--- src/rtl/instr_fetch.sv ---
// Instruction fetch unit: loads a 16x9 program store, then issues instructions over valid/ready.
// Optional macro FETCH_PREFETCH_EN enables the one-entry prefetch path (1 instruction/cycle).
module instr_fetch (
    input  logic       clk,
    input  logic       rst,
    input  logic       pmode,
    input  logic       prog_we,
    input  logic [8:0] prog_data,
    output logic [8:0] instout,
    output logic       inst_valid,
    input  logic       inst_ready,
    input  logic       jump_en,
    input  logic [3:0] jump_addr,
    output logic [3:0] pc,
    output logic       prog_full,
    output logic       halt
);

    typedef enum logic [2:0] {IDLE, LOAD, FETCH, ISSUE, HALT} state_t;

    state_t     r_state, w_state_nxt;
    logic [8:0] r_mem [16];
    logic [4:0] r_count, w_count_nxt;
    logic [3:0] r_pc, w_pc_nxt;
    logic [8:0] r_instr, w_instr_nxt;
    logic       r_pmode;

    logic       w_rise;
    logic       w_fall;
    logic       w_we;
    logic       w_xfer;
    logic       w_seq_end;
    logic [3:0] w_pc_inc;
    logic [4:0] w_pc_inc_wide;

    assign w_rise        = pmode & ~r_pmode;
    assign w_fall        = ~pmode & r_pmode;
    // A write coinciding with the pmode fall still lands, so only the state gates it.
    assign w_we          = (r_state == LOAD) & prog_we & (r_count < 5'd16);
    assign w_xfer        = (r_state == ISSUE) & inst_ready;
    assign w_pc_inc      = r_pc + 4'd1;
    assign w_pc_inc_wide = {1'b0, r_pc} + 5'd1;
    assign w_seq_end     = (w_pc_inc_wide >= r_count);

    always_comb begin
        w_state_nxt = r_state;
        w_count_nxt = r_count;
        w_pc_nxt    = r_pc;
        w_instr_nxt = r_instr;
        case (r_state)
            IDLE: begin
                if (pmode) begin
                    w_state_nxt = LOAD;
                    w_count_nxt = 5'd0;
                end
            end
            LOAD: begin
                if (w_we) begin
                    w_count_nxt = r_count + 5'd1;
                end
                if (w_fall) begin
                    w_pc_nxt    = 4'd0;
                    w_state_nxt = (w_count_nxt == 5'd0) ? HALT : FETCH;
                end
            end
            FETCH: begin
                w_instr_nxt = r_mem[r_pc];
                w_state_nxt = ISSUE;
            end
            ISSUE: begin
                if (w_xfer) begin
                    if (r_instr == 9'd0) begin
                        w_pc_nxt    = w_pc_inc;
                        w_state_nxt = HALT;
                    end else if (jump_en) begin
                        // Jumps flush any prefetched word and refetch the target.
                        w_pc_nxt    = jump_addr;
                        w_state_nxt = FETCH;
                    end else begin
                        w_pc_nxt = w_pc_inc;
                        if (w_seq_end) begin
                            w_state_nxt = HALT;
                        end else begin
`ifdef FETCH_PREFETCH_EN
                            w_instr_nxt = r_mem[w_pc_inc];
                            w_state_nxt = ISSUE;
`else
                            w_state_nxt = FETCH;
`endif
                        end
                    end
                end
            end
            HALT: begin
                w_state_nxt = HALT;
            end
            default: begin
                w_state_nxt = IDLE;
            end
        endcase
        // A new load session overrides whatever was in flight, including a pending issue.
        if (w_rise) begin
            w_state_nxt = LOAD;
            w_count_nxt = 5'd0;
        end
    end

    always_ff @(posedge clk) begin
        if (rst) begin
            r_state <= IDLE;
            r_count <= 5'd0;
            r_pc    <= 4'd0;
            r_instr <= 9'd0;
            r_pmode <= 1'b0;
        end else begin
            r_state <= w_state_nxt;
            r_count <= w_count_nxt;
            r_pc    <= w_pc_nxt;
            r_instr <= w_instr_nxt;
            r_pmode <= pmode;
        end
    end

    // Store contents are not reset.
    always_ff @(posedge clk) begin
        if (!rst && w_we) begin
            r_mem[r_count[3:0]] <= prog_data;
        end
    end

    assign instout    = r_instr;
    assign inst_valid = (r_state == ISSUE);
    assign pc         = r_pc;
    assign prog_full  = (r_count == 5'd16);
    assign halt       = (r_state == HALT);

endmodule
--- config.mk ---
export PLATFORM = sky130hd
export DESIGN_NAME = instr_fetch
export DESIGN_NICKNAME = d
export VERILOG_FILES = /design/src/rtl/instr_fetch.sv
export SDC_FILE = /design/constraint.sdc
export NUM_CORES = 1
export LEC_CHECK = 0
export CORE_UTILIZATION = 35
export DETAILED_ROUTE_END_ITERATION = 8
export GPL_TIMING_DRIVEN = 1
export MAX_ROUTING_LAYER = met4
export PLACE_DENSITY = 0.61
export SYNTH_ARGS = -nofsm -noshare
export SYNTH_HDL_FRONTEND = slang
export SYNTH_SLANG_ARGS = --single-unit
--- constraint.sdc ---
create_clock -name clk -period 2.17 [get_ports clk]
set_input_delay 0.434 -clock clk [delete_from_list [all_inputs] [get_ports clk]]
set_output_delay 0.434 -clock clk [all_outputs]
set_load 0.01 [all_outputs]
Word-level counts from Yosys, hierarchy flattened
Memory sizes are Yosys's and may differ from the RTL's. A register that Yosys moved wholly into a read port is not among the register bits.
Cells that the tools add are included.
- add/subtract/negate cells: 3
- bitwise operators: 7
- multiplexer cells: 20
- order comparisons: 2
- equal/unequal tests: 11
- reduce and logical (&&, ||, !) cells: 12
- operator list (operator ; number):
    3-bit 2-to-1 mux ; 7
    4-bit 2-to-1 mux ; 4
    5-bit 2-to-1 mux ; 3
    3-bit case mux with 5 select lines ; 1
    5-bit case mux with 2 select lines ; 1
    9-bit logical NOT ; 1
    3-bit AND reduction ; 3
    4-bit case mux with 2 select lines ; 1
    3-bit by 2-bit == test with 1-bit output, second input constant ; 2
    3-bit != test, second input constant ; 2
    4-bit by 1-bit adder with 5-bit output, second input constant ; 1
    5-bit by 1-bit adder with 5-bit output, second input constant ; 1
    1-bit AND ; 5
    5-bit == test, second input constant ; 1
    5-bit greater-or-equal comparator ; 1
    5-bit logical NOT ; 1
    5-bit less-than comparator, second input constant ; 1
    4-bit by 1-bit adder with 4-bit output, second input constant ; 1
    2-bit != test, second input constant ; 2
    2-bit nonzero test ; 2
    3-bit by 1-bit == test with 1-bit output, second input constant ; 1
    3-bit == test, second input constant ; 1
    3-bit logical NOT ; 1
    1-bit 2-to-1 mux ; 3
    7 further kinds ; 8
- word-level logic and storage cells: 61
- bits in writable memories: 144
- output and inout bits: 16
- register bits: 13
- bits of input ports: 19
- memories: 1
- memory list (memory ; words ; bits a word ; read ports ; clocked after memory_dff ; wr ports ; line ; RTL):
    r_mem ; 16 ; 9 ; 1 ; 1 ; 1 ; 22 ; logic [8:0] r_mem [16];

Longest topological paths before layout
- word-level depth: 10
- gate-level depth with buffers: 10
- gate-level depth less buffers: 8

Worst setup path after synthesis
Ideal clock, no wire load.
- path kind: register -> register
- from: register r_pc[0], in the netlist pc[0]
- to: register r_state[1]
- setup slack: -47 ps
- setup time: 86 ps
- buffers on the path: 2
- data arrival time: 2131 ps
- stages on the path, launching flop included: 10
- clock period less this slack: 2217 ps
- data required time: 2084 ps
- cells stage by stage: dfxtp_1 buf_4 buf_4 nand3_1 xnor2_1 ha_1 and3_1 a211oi_1 o21ai_0 a211oi_1
- word-level cells in the longest chain between the ends: 7
- RTL lines (element ; line ; RTL):
    start: declaration ; 24 ; logic [3:0] r_pc, w_pc_nxt;
    start signal: assignment ; 118 ; r_pc <= w_pc_nxt;
    4-bit by 1-bit adder with 5-bit output ; 42 ; assign w_pc_inc_wide = {1'b0, r_pc} + 5'd1;
    5-bit greater-or-equal comparator ; 43 ; assign w_seq_end = (w_pc_inc_wide >= r_count);
    3-bit 2-to-1 mux ; 81 ; if (w_seq_end) begin
    3-bit 2-to-1 mux ; 75 ; end else if (jump_en) begin
    3-bit 2-to-1 mux ; 72 ; if (r_instr == 9'd0) begin
    3-bit 2-to-1 mux ; 71 ; if (w_xfer) begin
    3-bit case mux with 5 select lines ; 50 ; case (r_state)
    end signal: assignment ; 116 ; r_state <= w_state_nxt;
    end: declaration ; 21 ; state_t r_state, w_state_nxt;
No other way between the ends. The select of a mux whose other input is x is not followed.
A chain may end at the register's enable or synchronous reset.

==> results.cfg <==
[global_route]
pin_count_of_the_biggest_net_entering_global_routing = 39
grt_pass1_wl_um = 23000
antenna_violations_before_repair = 0
global_route.overflow_total = 0
global_route.usage.total_pct = 16.6
grt_pass1_vias = 3786

[clock_network]
cts_hold_buffers = 0
post-cts-setup-buffers = 0
ctsResizeCount = 5
cts_num_sinks = 166
cts-root-to-sink-buffers = 2
cts_max_level = 4
cts_buffers = 17
clkSlewWorstSetupHoldPaths_ps = 60
ctsRootBufferMaster = sky130_fd_sc_hd__clkbuf_16
clk-insertion-delay-late_ps = 430
tritoncts = built

[setup_path]
criticalPathCategory = flop to flop
critical_path.startpoint_type = flop
critPathCaptureType = flop
slowest_delay_ps = 580
cp_data_arrival_time_ps = 2380
worst-endpoint-required_ps = 2470
critical_path.slowest_cell = sky130_fd_sc_hd__mux4_2
timing.critical_path.cells = buf_12 -> mux4_2 -> mux2i_1 -> nor2_1 -> a21oi_1 -> o21ai_0
critPathMaxFanout = 38

[synth]
portion_of_the_post_synthesis_area_used_by_sequential_elements_pct = 69.6
synth_cells = 407
yosys_warnings = 0
number_of_flops_mapped_to_enable_cells_by_yosys = 144
mappedNetlistNets = 438
most_instantiated_library_cell_after_synthesis = sky130_fd_sc_hd__edfxtp_1
yosysUniqueCellTypes = 41
ys_async_sr_fraction_pct = 0
syn-cell-area_um2 = 6850
synthTopCellsByCount = sky130_fd_sc_hd__edfxtp_1 (144), sky130_fd_sc_hd__mux4_2 (36), sky130_fd_sc_hd__nor2_1 (33)
post_synth.cell_area_avg_um2 = 16.8
share_of_the_synthesized_area_in_the_top_cell_type_pct = 63.1
ys_ff_latch = 166
netlist_top_cells_area = sky130_fd_sc_hd__edfxtp_1 (63%), sky130_fd_sc_hd__mux4_2 (12%), sky130_fd_sc_hd__dfxtp_1 (6.4%)
dominantRegCellSynth = sky130_fd_sc_hd__edfxtp_1
synth.largest_area_cell = sky130_fd_sc_hd__edfxtp_1

[layout]
fin_nets = 510
multiInputGateArea_um2 = 1960
regArea_um2 = 4770
nFillCells = 1664
final-instance-count-excl-fill = 752
drive_gt1_share_pct = 24.0
areaGrowthSynthToFinish_pct = 21.6
antenna_cells_inserted = 0

[sta]
fin_crit_ps = 2080
tightestPinTransition_ps = 722
slew_violations = 0
timing.final.hold_violations = 0
layout_worst_path_cycle_share_pct = 95.9
slew-limit-headroom_pct = 51.7
finalSetupTns_ps = 0
finalSetupViolCount = 0
rsz0062_at_grt = yes
fmaxAchievable_ghz = 0.480
holdWs_ps = 500
clock_skew_ps = 8.76

[pwr]
report.power.total_mw = 6.69
worst_ir_drop_vdd_v = 0.000470
leakage_nw = 2.68
power-per-cell-area_nw_per_um2 = 804

[placed_design]
io_buffer_count = 34
dpl.hpwl_um = 10400
place_congestion = 0.867
place_inst = 720

[routing]
routedWlPerCell_um = 20.2
routed_wirelength_um = 15200
via_count = 3755
drt_drc_violations_left = 0
drtAntennaViolNets = 0
first_pass_iters = 4
drt-vias-per-instance = 4.99
first_iter_violations = 303

[floorplan]
ioPinCount = 35
dieHeight_um = 142
num_rows = 50
placeableCoreArea_um2 = 19000
die_area_um2 = 20100
floorplan.die.width_um = 142
initial_cell_density_of_the_core_pct = 36.1

[run_status]
outcome = complete, no violations

[hold_path]
hp-class = flop to flop

[flow_run]
max-cap-violations = 0
==> per-layer routing <==
layer  wire length, um  vias up  global-route usage [%]
met3               718       26                    3.88
met1              7020     1888                    21.4
li1                  -     1742                       -
met5                 0        -                       -
met4               363        0                    7.64
met2              7070       99                    25.0
==> per-stage QoR <==
step / util, % / setup slack (ps) / cell area [um2]
CTS: 43.9 / 5.56 / 8310
finish: 43.9 / 88.1 / 8330
global route: 43.9 / -37.3 / 8330
global placement: 40.7 / -88.5 / 7720
detailed placement: 40.7 / -104 / 7720
floorplan: - / 23.9 / 6860
==> placed cells by master, fill, tap and decap left out, types with 3 or more instances in the layout <==
| master | instances |
|---|---|
| sky130_fd_sc_hd__a211oi_1 | 4 |
| sky130_fd_sc_hd__a21oi_1 | 19 |
| sky130_fd_sc_hd__and3_1 | 3 |
| sky130_fd_sc_hd__buf_4 | 37 |
| sky130_fd_sc_hd__clkbuf_16 | 17 |
| sky130_fd_sc_hd__clkdlybuf4s50_1 | 31 |
| sky130_fd_sc_hd__dfxtp_1 | 18 |
| sky130_fd_sc_hd__dfxtp_2 | 4 |
| sky130_fd_sc_hd__dlygate4sd2_1 | 3 |
| sky130_fd_sc_hd__edfxtp_1 | 144 |
| sky130_fd_sc_hd__ha_1 | 12 |
| sky130_fd_sc_hd__inv_1 | 9 |
| sky130_fd_sc_hd__inv_6 | 4 |
| sky130_fd_sc_hd__inv_8 | 3 |
| sky130_fd_sc_hd__mux2i_1 | 20 |
| sky130_fd_sc_hd__mux4_2 | 36 |
| sky130_fd_sc_hd__nand2_1 | 19 |
| sky130_fd_sc_hd__nand2b_1 | 3 |
| sky130_fd_sc_hd__nor2_1 | 33 |
| sky130_fd_sc_hd__nor3_1 | 6 |
| sky130_fd_sc_hd__nor3b_1 | 4 |
| sky130_fd_sc_hd__nor4b_1 | 3 |
| sky130_fd_sc_hd__o21ai_0 | 19 |
==> sequential cells by signal (all words and copies together), names as in the netlist <==
| signal | cells |
|---|---|
| r_mem | 144 |
| instout | 9 |
| r_count | 5 |
| pc | 4 |
| r_state | 3 |
| r_pmode | 1 |
==> power breakdown <==
| group | switching [mW] | internal (mW) | total, mW |
|---|---|---|---|
| clock network | 1.28 | 1.73 | 3.00 |
| registers | 0.00839 | 3.48 | 3.48 |
| logic | 0.121 | 0.0856 | 0.207 |
==> critical path: cells and delay by family (launching register included) <==
kind / cells / cell delay (ps)
AOI/OAI and AO/OA: 2 / 200
muxes: 2 / 960
and+or+nand+nor: 1 / 90
buffers and inverters: 1 / 290
DFF: 1 / 380
==> layout make-up <==
class / count / area share, %
multi-input combinational: 212 / 23.6
clock inverter: 14 / 1.94
sequential: 166 / 57.3
timing repair buffer: 73 / 7.75
inverter: 9 / 0.406
tap: 260 / 3.91
clock buffer: 18 / 5.15
==> final timing paths <==
check                  start          to  slack, ps  cells past startpoint
setup / recovery       pc[0]  instout[4]         90                      6
hold / removal    instout[3]  instout[3]        500                      2
setup reg to reg       pc[0]  instout[4]         90                      6
hold reg to reg   instout[3]  instout[3]        500                      2
==> cell families after synthesis <==
family | count (synthesis) | share of synthesized area (%)
buffers and inverters | 29 | 1.95
muxes | 57 | 14.9
and+or+nand+nor | 90 | 6.76
AOI/OAI and AO/OA | 51 | 4.37
xor gates and xnor gates | 2 | 0.256
DFF | 166 | 69.6
adders and majority gates | 12 | 2.19
No activity file was read; power rests on OpenSTA's default activity.
